==> config.mk <==
export PLATFORM = sky130hd
export DESIGN_NAME = mul_seq_param
export DESIGN_NICKNAME = d
export VERILOG_FILES = /design/src/rtl/mul_seq_param.sv
export SDC_FILE = /design/constraint.sdc
export NUM_CORES = 1
export LEC_CHECK = 0
export BUFFER_PORTS_ARGS = -buffer_cell sky130_fd_sc_hd__buf_4
export CORE_MARGIN = 2
export CORE_UTILIZATION = 50
export CTS_BUF_LIST = sky130_fd_sc_hd__clkbuf_8
export DETAILED_ROUTE_END_ITERATION = 6
export HOLD_SLACK_MARGIN = 0.06
export PLACE_DENSITY_LB_ADDON = 0.1
export SLEW_MARGIN = 10
export SYNTH_ARGS = -nofsm -noshare
export SYNTH_HDL_FRONTEND = slang
export SYNTH_SLANG_ARGS = --single-unit
export TNS_END_PERCENT = 30
==> constraint.sdc <==
create_clock -name clk -period 2.2 [get_ports clk]
set_clock_uncertainty 0.1 [all_clocks]
set_input_delay 0.11 -clock clk [delete_from_list [all_inputs] [get_ports clk]]
set_output_delay 0.11 -clock clk [all_outputs]
set_load 0.01 [all_outputs]
==> src/rtl/mul_seq_param.sv <==
`default_nettype none
// ============================================================================
//  Module   : mul_seq_param
//  Purpose  : Sequential WIDTH x WIDTH multiplier, one partial-product step
//             per clock. Unsigned shift-add or signed radix-2 Booth, chosen
//             per operation. Product is left in the A:Q register pair.
//  Ports    : clk, rst (async, active high)
//             start       - request a multiply (accepted in IDLE or DONE)
//             signed_mode - 0 unsigned, 1 two's complement (sampled w/ start)
//             eX, Y       - multiplicand / multiplier (sampled w/ start)
//             busy        - high while iterating
//             done        - one-cycle pulse, A:Q hold the product
//             A, Q        - high / low half of the product
//             ovf         - product does not fit in WIDTH bits
//                           (only when MUL_SEQ_PARAM_OVF_EN is defined)
//  Options  : `define MUL_SEQ_PARAM_OVF_EN adds the registered ovf output.
//  Revision : 1.0 - initial parametrised release
// ============================================================================
module mul_seq_param #(
    parameter int WIDTH = 8
) (
    input  logic             clk,
    input  logic             rst,
    input  logic             start,
    input  logic             signed_mode,
    input  logic [WIDTH-1:0] eX,
    input  logic [WIDTH-1:0] Y,
    output logic             busy,
    output logic             done,
`ifdef MUL_SEQ_PARAM_OVF_EN
    output logic             ovf,
`endif
    output logic [WIDTH-1:0] A,
    output logic [WIDTH-1:0] Q
);

    localparam int CNT_W = $clog2(WIDTH + 1);

    localparam logic [1:0] c_st_idle = 2'd0;
    localparam logic [1:0] c_st_run  = 2'd1;
    localparam logic [1:0] c_st_done = 2'd2;

    localparam logic [CNT_W-1:0] c_cnt_init = CNT_W'(WIDTH);
    localparam logic [CNT_W-1:0] c_cnt_one  = CNT_W'(1);

    logic [1:0]       r_state;
    logic [1:0]       w_state_nxt;
    logic [CNT_W-1:0] r_cnt;
    logic [WIDTH-1:0] r_m;
    logic [WIDTH-1:0] r_a;
    logic [WIDTH-1:0] r_q;
    logic             r_q1;
    logic             r_mode;

    logic             w_accept;
    logic             w_last;
    logic [WIDTH:0]   w_a_ext;
    logic [WIDTH:0]   w_m_ext;
    logic [WIDTH:0]   w_sum;
    logic [WIDTH-1:0] w_a_step;
    logic [WIDTH-1:0] w_q_step;

    assign w_accept = start && (r_state != c_st_run);
    assign w_last   = (r_cnt == c_cnt_one);

    // ------------------------------------------------------------------------
    // FSM: state register
    // ------------------------------------------------------------------------
    always_ff @(posedge clk or posedge rst) begin
        if (rst) begin
            r_state <= c_st_idle;
        end else begin
            r_state <= w_state_nxt;
        end
    end

    // ------------------------------------------------------------------------
    // FSM: next-state logic
    // ------------------------------------------------------------------------
    always_comb begin
        w_state_nxt = r_state;
        case (r_state)
            c_st_idle: if (start) w_state_nxt = c_st_run;
            c_st_run:  if (w_last) w_state_nxt = c_st_done;
            c_st_done: w_state_nxt = start ? c_st_run : c_st_idle;
            default:   w_state_nxt = c_st_idle;
        endcase
    end

    // ------------------------------------------------------------------------
    // FSM: outputs
    // ------------------------------------------------------------------------
    always_comb begin
        busy = 1'b0;
        done = 1'b0;
        case (r_state)
            c_st_run:  busy = 1'b1;
            c_st_done: done = 1'b1;
            default: ;
        endcase
    end

    // ------------------------------------------------------------------------
    // One partial-product step.
    // The add is done one bit wider than A. In unsigned mode the extra bit is
    // the carry C that the logical shift moves into A[WIDTH-1]. In Booth mode
    // it is the true sign of A +/- M, so the arithmetic shift stays exact
    // even when A - M overflows WIDTH bits (e.g. min*min).
    // ------------------------------------------------------------------------
    always_comb begin
        w_a_ext = r_mode ? {r_a[WIDTH-1], r_a} : {1'b0, r_a};
        w_m_ext = r_mode ? {r_m[WIDTH-1], r_m} : {1'b0, r_m};
        w_sum   = w_a_ext;
        if (!r_mode) begin
            if (r_q[0]) begin
                w_sum = w_a_ext + w_m_ext;
            end
        end else begin
            case ({r_q[0], r_q1})
                2'b10:   w_sum = w_a_ext - w_m_ext;
                2'b01:   w_sum = w_a_ext + w_m_ext;
                default: w_sum = w_a_ext;
            endcase
        end
    end

    assign w_a_step = w_sum[WIDTH:1];
    assign w_q_step = {w_sum[0], r_q[WIDTH-1:1]};

    // ------------------------------------------------------------------------
    // Datapath registers
    // ------------------------------------------------------------------------
    always_ff @(posedge clk or posedge rst) begin
        if (rst) begin
            r_cnt  <= '0;
            r_m    <= '0;
            r_a    <= '0;
            r_q    <= '0;
            r_q1   <= 1'b0;
            r_mode <= 1'b0;
        end else if (w_accept) begin
            r_cnt  <= c_cnt_init;
            r_m    <= eX;
            r_a    <= '0;
            r_q    <= Y;
            r_q1   <= 1'b0;
            r_mode <= signed_mode;
        end else if (r_state == c_st_run) begin
            r_cnt  <= r_cnt - c_cnt_one;
            r_a    <= w_a_step;
            r_q    <= w_q_step;
            r_q1   <= r_q[0];
        end
    end

    assign A = r_a;
    assign Q = r_q;

`ifdef MUL_SEQ_PARAM_OVF_EN
    // ------------------------------------------------------------------------
    // Overflow flag, evaluated on the final step so it lands with done.
    // Signed: the high half must be pure sign extension of the low half.
    // ------------------------------------------------------------------------
    logic r_ovf;
    logic w_ovf_nxt;

    assign w_ovf_nxt = r_mode ? (w_a_step != {WIDTH{w_q_step[WIDTH-1]}})
                              : (w_a_step != '0);

    always_ff @(posedge clk or posedge rst) begin
        if (rst) begin
            r_ovf <= 1'b0;
        end else if (w_accept) begin
            r_ovf <= 1'b0;
        end else if ((r_state == c_st_run) && w_last) begin
            r_ovf <= w_ovf_nxt;
        end
    end

    assign ovf = r_ovf;
`endif

endmodule
`default_nettype wire

# After elaboration in Yosys (flattened, before gate mapping)
# Cells that the tools add are included.
[totals] reg_bits=32 out_inout_bits=18 elab_cells=41
[classes] n_addsub=3 eq_ne=8 mux=19 reduce_logical=4
[op_table] cell="$mux 9" n=4
[op_table] cell="$mux 8" n=4
[op_table] cell="$pmux 9 s2" n=1
[op_table] cell="$add 9x9->9" n=1
[op_table] cell="$sub 9x9->9" n=1
[op_table] cell="$mux 4" n=2
[op_table] cell="$pmux 2 s3" n=1
[op_table] cell="$mux 1" n=5
[op_table] cell="$eq 2x1->1 const B" n=2
[op_table] cell="$eq 2x2->1 const B" n=2
[op_table] cell="$eq 4x1->1 const B" n=1
[op_table] cell="$mux 2" n=2
[op_table] cell="$ne 2x2->1 const B" n=2
[op_table] cell="$sub 4x1->4 const B" n=1
[op_table] cell="$logic_not 2->1" n=1
[op_table] cell="$ne 2x1->1 const B" n=1
[op_table] cell="$reduce_and 2->1" n=1
[op_table] cell="$reduce_bool 2->1" n=1
[op_table] cell="$logic_and 1x1->1" n=1

# Depth between registers and ports, before layout
# Gate-level depths: netlist of the first run.
[logic_depth] ltp_word=6 depth_mapped=10 mapped_depth_nobuf=10

# Worst setup path before layout of the first run
# Ideal clock, no wire load.
[synth_timing] path_type="register to register" start="register r_a[0] (netlist: A[0])" end="register r_a[7] (netlist: A[7])" t_arrival_ps=2013 required_ps=1996 setup_slack_ps=-17 path_stages_with_launch=9 path_buffers=0 cell_sequence="dfrtp_1 ha_1 fa_1 nand2b_4 a221o_1 a31oi_4 xnor2_1 a22oi_2 o41ai_2"
[synth_between] elab_chain_len=6 word_cells_on_any_way=8 cone_classes="add/sub (2); mux (6)"
[synth_lines] item="from (decl)" line="50" source="logic [WIDTH-1:0] r_a;"
[synth_lines] item="from (signal assigned)" line="150" source="r_a <= w_a_step;"
[synth_lines] item="$mux 9 (*)" line="111" source="w_a_ext = r_mode ? {r_a[WIDTH-1], r_a} : {1'b0, r_a};"
[synth_lines] item="$add 9x9->9 / $sub 9x9->9 (equally long branches)" line="116, 121, 120"
[synth_lines] item="$pmux 9 s2 / $mux 9 (equally long branches)" line="119, 115"
[synth_lines] item="$mux 9 (*)" line="114" source="if (!r_mode) begin"
[synth_lines] item="$mux 8 (*)" line="148" source="end else if (r_state == c_st_run) begin"
[synth_lines] item="$mux 8 (*)" line="141" source="end else if (w_accept) begin"
# Every way passes the cells marked *; elsewhere a longest branch is shown, timed or not. The select of a mux whose other input is x is not followed.
# A chain may end at the register's enable or synchronous reset.

# Worst setup path in the final report of the first run
# Same ends and word-level chain as after synthesis.

==> results of run 1 <==
==> synthesized netlist by cell type, types with 2 or more instances <==
cell type / instances / share of area
a211oi_1: 5 / 0.014
a211oi_2: 3 / 0.014
a21oi_1: 13 / 0.025
a221oi_1: 3 / 0.010
a22oi_1: 2 / 0.0058
a31oi_1: 6 / 0.014
a32oi_1: 2 / 0.0067
and2_1: 2 / 0.0048
buf_1: 2 / 0.0029
buf_2: 5 / 0.0096
buf_4: 2 / 0.0058
clkbuf_1: 5 / 0.0072
dfrtp_1: 32 / 0.31
fa_1: 2 / 0.015
ha_1: 20 / 0.096
inv_1: 26 / 0.038
inv_2: 2 / 0.0029
mux2_2: 9 / 0.039
mux2i_1: 9 / 0.035
nand2_1: 22 / 0.032
nand2b_1: 9 / 0.022
nand3_1: 7 / 0.013
nand4_1: 3 / 0.0072
nor2_1: 23 / 0.033
nor2b_1: 4 / 0.0096
nor3_1: 5 / 0.0096
o211ai_1: 3 / 0.0087
o21ai_0: 18 / 0.035
o21ai_1: 5 / 0.0096
o22ai_1: 4 / 0.0096
o311a_1: 2 / 0.0077
o31ai_1: 3 / 0.0087
o41ai_1: 2 / 0.0067
xnor2_1: 6 / 0.020
xor2_1: 4 / 0.013
==> flip-flops by register name (all words and copies together) (netlist names) <==
signal and flops:
r_cnt 4, r_mode 1, A 8, r_m 8
Q 8, r_q1 1, r_state 2
==> metrics by stage <==
stage / cells / hold slack, ns / setup TNS, ns
global placement: 421 / 0.138 / -0.0362
global route: 445 / 0.0685 / -0.656
detailed placement: 421 / 0.133 / -0.162
CTS: 445 / 0.0643 / -0.161
floorplan: 296 / 0.126 / 0
finish: 445 / 0.0496 / -0.0647
==> worst min-delay path by stage <==
stage	start	endpoint	slack, ns	cells past startpoint
after global placement	rst	Q[1]	0.14	2
after CTS	Y[0]	Q[0]	0.06	3
after floorplan	rst	A[1]	0.13	1
after detailed placement	rst	Q[1]	0.13	2
final	Y[0]	Q[0]	0.05	3
after global routing	Y[0]	Q[0]	0.07	3
==> area by class of cell <==
cell class                 count  area [um^2]
fill                         455         1650
sequential                    32          802
timing repair buffer          86          686
tap                           70         87.6
clock inverter                 3         38.8
multi-input combinational    220         1640
clock buffer                   5         68.8
inverter                      29          109
==> per-layer routing <==
| metal | global-route usage | vias to the layer above |
|---|---|---|
| li1 | - | 1214 |
| met1 | 0.303 | 1176 |
| met2 | 0.449 | 39 |
| met3 | 0.0367 | 11 |
| met4 | 0.0655 | 0 |
| met5 | 0 | - |
==> worst max-delay path, stage by stage (launching register included) <==
cell	delay, ns
dfrtp_2	0.42
inv_2	0.07
ha_4	0.13
inv_2	0.04
fa_2	0.36
a211oi_2	0.23
o21ai_1	0.11
a31oi_1	0.24
xnor2_1	0.16
a22oi_2	0.11
o41ai_2	0.19
==> power by group <==
part / total, mW / switching, mW / internal [mW]
Sequential: 1.14 / 0.259 / 0.878
Clock: 0.558 / 0.227 / 0.331
Combinational: 4.36 / 2.34 / 2.03
Total: 6.06 / 2.82 / 3.24
==> cells by family (layout without fill, tap and decap cells) <==
group                    count (synthesis)  in the layout
flip-flops                              32             32
AND/OR/NAND/NOR                         81             81
multiplexers                            18             18
XOR/XNOR                                10             10
AO/OA/AOI/OAI                           89             89
buffers and inverters                   44            123
adder cells (fa/ha/maj)                 22             22
==> what timing repair did <==
item	4_1_cts	5_1_grt
endpoints found under the setup margin	4	7
hold buffers	16	0
gates cloned	0	0
endpoints found under the hold margin	31	0
resized for setup	2	5
pin swaps	3	1
==> results.py, run 1 <==
metrics = {
    "status": {
        "outcome": "finished with violations",
        "violations": "negative setup slack",
    },
    "placed_design": {
        "io_buffers": 37,
        "place_ws_ns": -0.123,
        "gp_congestion": 0.858,
        "dp_hpwl_um": 5120,
        "dpl-instance-area_um2": 3140,
    },
    "sta": {
        "finalSetupViolations": 1,
        "post-route-min-period_ns": 2.26,
        "fin_crit_sh": 1.03,
        "fmax_mhz": 442,
        "report.final.slew_viol_count": 0,
        "finalHoldViolCount": 0,
        "rsz0062_at_grt": "yes",
        "layout_setup_ws_ns": -0.0647,
        "worst_slew_pin_slew_ns": 0.629,
        "maxSlewHeadroom": 0.580,
    },
    "detailed_routing": {
        "dr_wl_met2_um": 3410,
        "drt_iter0_drc": 142,
        "wl_met3_um": 190,
        "wirelength_um": 6670,
        "vias": 2440,
        "m1WireLength_um": 2980,
        "highest_layer": "met4",
        "drc_errors": 0,
        "via_per_inst": 5.48,
        "post_drt_wl_per_cell_um": 15.0,
        "drt_pre_antenna_iters": 4,
        "ant_nets": 0,
    },
    "logic_synthesis": {
        "ys_warn_count": 0,
        "syn-instance-count": 296,
        "ys_dominant_reg_cell": "dfrtp_1",
        "avgSynthCellArea_um2": 8.78,
        "syn_nets": 338,
        "synth_area_um2": 2600,
        "yosysSeqAreaShare": 0.308,
        "synth-adder-area-share": 0.112,
        "ys_seq_elements": 32,
        "synth_cell_type_count": 61,
        "synth-compound-area-share": 0.251,
        "synth-xor-area-share": 0.0337,
        "synth_top_family_by_area": "compound AO/OA/AOI/OAI gates",
        "synth_edf_count": 0,
        "ys_async_sr_fraction": 1.00,
        "yosys.area_share.simple": 0.150,
        "synthMuxAreaShare": 0.0737,
    },
    "finish": {
        "layout_commonest_cell": "buf_4",
        "layout_common_cells": "70 x buf_4, 31 x dfrtp_1, 25 x inv_1",
        "area_delta_synth_final_pct": 32.0,
        "final_nets": 416,
        "drive_above_1_share": 0.293,
        "final_util": 0.676,
        "final_area_um2": 3430,
        "diodes": 0,
    },
    "power_and_ir_drop": {
        "ir_drop_mv": 0.938,
        "leakagePower_nw": 1.60,
        "power_density_nw_per_um2": 1770,
        "power_mw": 6.06,
    },
    "hold_path": {
        "hold_path_class": "in2reg",
    },
    "setup_path": {
        "endpoint": "A[7]",
        "rrSetupSlack_ns": -0.06,
        "r2r_cells": 10,
        "crit_type": "reg2reg",
        "worst_ep_arrival_time_ns": 2.35,
        "worst-endpoint-required_ns": 2.29,
        "end_kind": "flip-flop",
        "timing.rr.start": "A[0]",
        "r2r-end": "A[7]",
        "crit_fanout": 3,
        "worst_setup_path_start_kind": "flip-flop",
        "crit_start": "A[0]",
    },
    "floorplanning": {
        "dieArea_um2": 5790,
        "dieWidth_um": 76.1,
        "num_io_pins": 38,
        "die_h_um": 76.1,
        "start_util": 0.512,
        "coreArea_um2": 5070,
        "core.rowCount": 26,
    },
    "clock_tree": {
        "cts-root-buf": "clkbuf_8",
        "htree_levels": 2,
        "clock-sinks": 32,
        "cts_buffers": 5,
        "path_clk_slew_ns": 0.08,
        "worstSkewPairLatency_ns": 0.29,
        "cts_buffer_depth": 2,
        "cts_tree": "built",
        "cts_setup_buffers": 0,
    },
    "global_routing": {
        "grt_pass1_wl_um": 11400,
        "grt_pass1_vias": 2438,
        "antenna_found_initial": 0,
        "gr-usage-all-layers": 0.246,
        "grt_overflow": 0,
        "grt_max_degree": 25,
    },
    "job": {
        "drv_cap": 0,
    },
}
No activity file was read; power rests on OpenSTA's default activity.
==> run 2, diff against run 1 <==
==> constraint.sdc (replaced) <==
create_clock -name clk -period 2.75 [get_ports clk]
set_clock_uncertainty 0.1 [all_clocks]
set_input_delay 0.1375 -clock clk [delete_from_list [all_inputs] [get_ports clk]]
set_output_delay 0.1375 -clock clk [all_outputs]
set_load 0.01 [all_outputs]
==> run 2 against run 1 <==
  * The flow now finishes without violations
  * Worst hold slack improved by 0.011 ns
  * Non-clock buffer count is 24 lower
  * Count of clock-buffer cells in the layout unchanged
  * First-iteration DRC count fell by 24%
  * Fmax shrank 5.6%
  * Wire length grew 2.3%
==> results.py, run 2 (synthesis results as in run 1) <==
metrics = {
    "sta": {
        "maxSlewHeadroom": 0.574,
        "finalSetupViolations": 0,
        "worst_slew_pin_slew_ns": 0.639,
        "finalSetupTns_ns": 0,
        "rsz0062_at_grt": "no",
        "finalHoldViolCount": 0,
        "fin_crit_sh": 0.872,
        "fmax_mhz": 417,
        "post-route-min-period_ns": 2.40,
        "report.final.slew_viol_count": 0,
    },
    "detailed_routing": {
        "vias": 2416,
        "wirelength_um": 6820,
        "via_per_inst": 5.74,
        "drc_errors": 0,
        "post_drt_wl_per_cell_um": 16.2,
        "drt_pre_antenna_iters": 4,
        "ant_nets": 0,
        "drt_iter0_drc": 108,
    },
    "global_routing": {
        "grt_pass1_wl_um": 11500,
        "grt_overflow": 0,
        "antenna_found_initial": 0,
        "grt_max_degree": 24,
        "gr-usage-all-layers": 0.246,
        "grt_pass1_vias": 2371,
    },
    "placed_design": {
        "dpl-instance-area_um2": 2950,
        "gp_congestion": 0.921,
        "dp_hpwl_um": 4900,
        "io_buffers": 37,
    },
    "finish": {
        "layout_commonest_cell": "buf_4",
        "drive_above_1_share": 0.222,
        "final_area_um2": 3220,
        "final_util": 0.635,
        "diodes": 0,
        "layout_common_cells": "46 x buf_4, 32 x dfrtp_1, 27 x inv_1",
        "final_nets": 392,
        "n_fill_cell": 492,
        "area_delta_synth_final_pct": 24.0,
    },
    "setup_path": {
        "end_kind": "flip-flop",
        "cp.buffers_inverters": 2,
        "worst_setup_path_start_kind": "flip-flop",
        "path_delay_family": "compound AO/OA/AOI/OAI gates",
        "cp_common_cell": "inv_1",
        "crit_slowest_cell": "dfrtp_1",
        "cp_cell_sequence": "inv_1 > ha_1 > inv_1 > fa_1 > a211oi_2 > o21ai_1 > a31oi_1 > xnor2_1 > a22oi_2 > o41ai_2",
        "worst_ep_arrival_time_ns": 2.49,
        "critPathMaxStageDelay_ns": 0.45,
        "crit_type": "reg2reg",
        "crit_fanout": 6,
        "worst-endpoint-required_ns": 2.84,
    },
    "status": {
        "outcome": "finished, final reports clean",
    },
    "clock_tree": {
        "cts-resized-gates": 0,
        "cts_tree": "built",
        "cts_buffers": 5,
        "worstSkewPairLatency_ns": 0.29,
        "cts_buffer_depth": 2,
        "path_clk_slew_ns": 0.08,
        "clock-sinks": 32,
        "cts-root-buf": "clkbuf_8",
        "cts_setup_buffers": 0,
        "htree_levels": 2,
    },
    "floorplanning": {
        "dieWidth_um": 76.1,
        "coreArea_um2": 5070,
        "die_h_um": 76.1,
        "num_io_pins": 38,
        "start_util": 0.512,
        "dieArea_um2": 5790,
        "core.rowCount": 26,
    },
    "power_and_ir_drop": {
        "leakagePower_nw": 1.48,
        "power_mw": 4.50,
        "ir_drop_mv": 0.699,
        "power_density_nw_per_um2": 1400,
    },
    "job": {
        "drv_cap": 0,
    },
    "hold_path": {
        "hold_path_class": "in2reg",
    },
}
run 2: final cells by class:
cell class | instances | area, um^2 | area share
flip-flops and latches | 32 | 801 | 0.249
clock buffers | 5 | 68.8 | 0.0214
inverters | 29 | 109 | 0.0338
multi-input cells | 220 | 1610 | 0.500
clock inverters | 3 | 38.8 | 0.0120
repair buffers | 62 | 505 | 0.157
well taps | 70 | 87.6 | 0.0272
run 2: power by group:
group	total, mW	switching, mW	internal [mW]
sequential	0.940	0.239	0.700
combinational	3.10	1.77	1.33
clock	0.459	0.194	0.265
total	4.50	2.20	2.30
run 2: worst paths after layout:
path	start	endpoint	slack, ns	depth (start not counted)
worst max-delay path	A[0]	A[7]	0.35	10
worst min-delay path	Y[3]	Q[3]	0.06	3
worst max register to register	A[0]	A[7]	0.35	10
worst min register to register	r_state[0]	r_state[0]	0.40	1
max in group asynchronous	rst	r_mode	1.45	4
min in group asynchronous	rst	A[1]	0.43	3
run 2: what timing repair did:
| item | CTS | global route |
|---|---|---|
| hold endpoints to repair | 31 | 0 |
| hold buffers | 16 | 0 |
| endpoints found under the setup margin | 0 | 0 |
run 2: worst reg2reg max path, cell delays in order (launching register included):
cell and delay [ns]:
dfrtp_1 0.45, inv_1 0.08, ha_1 0.15, inv_1 0.05, fa_1 0.43, a211oi_2 0.24, o21ai_1 0.10, a31oi_1 0.23
xnor2_1 0.16, a22oi_2 0.11, o41ai_2 0.21
run 2: routing by layer:
layer  up-vias  wire length, um  GRT usage
met2        72             3420      0.436
met5         -                0          0
met1      1167             2970      0.306
met3         9              336     0.0320
met4         0              102     0.0945
li1       1168                -          -
run 2: metrics by stage:
step	hold slack, ns	cells	setup WS [ns]
floorplan	0.154	296	0.533
CTS	0.0625	421	0.360
finish	0.0605	421	0.352
global placement	0.169	397	0.445
detailed placement	0.161	397	0.389
global route	0.109	421	0.166
==> run 3, diff against run 2 <==
--- a/config.mk
+++ b/config.mk
@@ -11,7 +11,7 @@
 export CTS_BUF_LIST = sky130_fd_sc_hd__clkbuf_8
 export DETAILED_ROUTE_END_ITERATION = 6
 export HOLD_SLACK_MARGIN = 0.06
-export PLACE_DENSITY_LB_ADDON = 0.1
+export PLACE_DENSITY = 0.71
 export SLEW_MARGIN = 10
 export SYNTH_ARGS = -nofsm -noshare
 export SYNTH_HDL_FRONTEND = slang
==> run 3 against run 2 <==
  * Utilization is 0.44 points lower
  * Via count is 1.7% lower
  * Combinational power fell by 3%
  * Wire length fell by 3.9%
  * Fmax fell by 1.5%
  * Global-route usage down 0.88 points
  * Setup slack got worse by 0.036 ns
  * Critical path depth down 2
  * Register-to-register slack got worse by 0.04 ns
  * Critical path type unchanged
  * Largest cell class unchanged
==> results.py, run 3 (synthesis results as in run 1) <==
metrics = {
    "sta": {
        "rsz0062_at_grt": "no",
        "maxSlewHeadroom": 0.533,
        "finalSetupTns_ns": 0,
        "report.final.slew_viol_count": 0,
        "finalSetupViolations": 0,
        "worst_slew_pin_slew_ns": 0.699,
        "fmax_mhz": 411,
        "post-route-min-period_ns": 2.43,
        "fin_crit_sh": 0.885,
        "finalHoldViolCount": 0,
    },
    "setup_path": {
        "end_kind": "flip-flop",
        "cp_cell_sequence": "ha_1 > fa_1 > nand2b_4 > a221o_1 > a31oi_4 > xnor2_1 > a22oi_2 > o41ai_2",
        "crit_slowest_cell": "fa_1",
        "worst-endpoint-required_ns": 2.84,
        "worst_ep_arrival_time_ns": 2.52,
        "worst_setup_path_start_kind": "flip-flop",
        "r2r-end": "A[7]",
        "rrSetupSlack_ns": 0.32,
        "critPathMaxStageDelay_ns": 0.48,
        "timing.rr.start": "A[0]",
        "crit_fanout": 6,
        "r2r_cells": 8,
        "crit_type": "reg2reg",
    },
    "job": {
        "drv_cap": 0,
    },
    "floorplanning": {
        "start_util": 0.512,
        "num_io_pins": 38,
        "dieWidth_um": 76.1,
        "dieArea_um2": 5790,
        "coreArea_um2": 5070,
        "core.rowCount": 26,
        "die_h_um": 76.1,
    },
    "placed_design": {
        "dp_hpwl_um": 4620,
        "io_buffers": 37,
        "gp_congestion": 0.892,
        "dpl-instance-area_um2": 2930,
    },
    "global_routing": {
        "grt_pass1_wl_um": 11100,
        "antenna_found_initial": 0,
        "grt_pass1_vias": 2308,
        "gr-usage-all-layers": 0.237,
        "grt_max_degree": 25,
        "grt_overflow": 0,
    },
    "clock_tree": {
        "worstSkewPairLatency_ns": 0.29,
        "clock-sinks": 32,
        "cts-root-buf": "clkbuf_8",
        "cts_buffer_depth": 2,
        "cts_buffers": 5,
        "htree_levels": 2,
        "path_clk_slew_ns": 0.07,
        "cts_tree": "built",
        "cts_setup_buffers": 0,
        "cts-resized-gates": 0,
    },
    "detailed_routing": {
        "drc_errors": 0,
        "wirelength_um": 6560,
        "via_per_inst": 5.68,
        "vias": 2376,
        "ant_nets": 0,
        "post_drt_wl_per_cell_um": 15.7,
        "drt_pre_antenna_iters": 4,
        "drt_iter0_drc": 83,
    },
    "power_and_ir_drop": {
        "power_density_nw_per_um2": 1400,
        "p_switching_mw": 2.18,
        "p_int_mw": 2.28,
        "switching_share": 0.489,
        "pwr-share-clk": 0.102,
        "p_seq_frac": 0.220,
        "ir_drop_mv": 0.745,
        "leakagePower_nw": 1.47,
        "p_comb_frac": 0.677,
    },
    "finish": {
        "layout_commonest_cell": "buf_4",
        "final_nets": 389,
        "final_area_um2": 3200,
        "diodes": 0,
        "layout_common_cells": "43 x buf_4, 32 x dfrtp_1, 27 x inv_1",
        "area_delta_synth_final_pct": 23.1,
        "drive_above_1_share": 0.216,
    },
    "hold_path": {
        "holdPathEnd": "Q[3]",
        "hold_path_class": "in2reg",
        "hold_depth": 3,
        "hp-start": "Y[3]",
    },
    "status": {
        "outcome": "finished, final reports clean",
    },
}
==> run 3: final cells by class <==
cell class,instances,area [um^2]
fill,467,1880
inverter,29,109
tap,70,87.6
multi-input combinational,220,1610
clock inverter,3,38.8
timing repair buffer,59,483
sequential,32,801
clock buffer,5,68.8
==> run 3: power groups by stage <==
stage	clock network [mW]	registers [mW]	logic, mW
after floorplan	0	0.949	2.27
after global placement	0	0.979	2.92
after detailed placement	0	0.989	2.97
after CTS	0.467	0.983	3.00
after global routing	0.482	1.03	3.34
final	0.456	0.983	3.02
==> run 3: how the worst max path moves through the flow <==
stage,start,endpoint,slack [ns],cells after the start
after global placement,A[1],A[4],0.41,7
after CTS,A[0],A[7],0.32,8
final,A[0],A[7],0.32,8
after detailed placement,A[0],A[7],0.35,10
after floorplan,A[0],A[7],0.53,8
after global routing,A[1],A[4],0.11,7
==> run 3: metrics by stage <==
stage	utilization	setup slack [ns]	std cells	total power [mW]	hold WS [ns]
finish	0.630	0.316	418	4.46	0.0588
global route	0.630	0.106	418	4.85	0.0849
CTS	0.630	0.323	418	4.45	0.0659
detailed placement	0.577	0.354	394	3.96	0.174
global placement	0.577	0.409	394	3.90	0.172
floorplan	-	0.533	296	3.22	0.154
==> run 3: repair_timing <==
item | CTS | global route
hold buffers | 16 | 0
setup endpoints to repair | 0 | 0
hold endpoints to repair | 31 | 0
==> run 3: critical path, delay by kind of cell, from the launching register on <==
kind | cells | cell delay, ns
fa+ha+maj | 2 | 0.74
compound gates | 4 | 0.72
flops | 1 | 0.45
xor+xnor | 1 | 0.21
simple gates | 1 | 0.11
==> run 3: routing by layer <==
layer  global-route usage  wire [um]
met1                0.310       2920
met2                0.395       3180
met3               0.0438        296
met4               0.0891        158
met5                    0          0
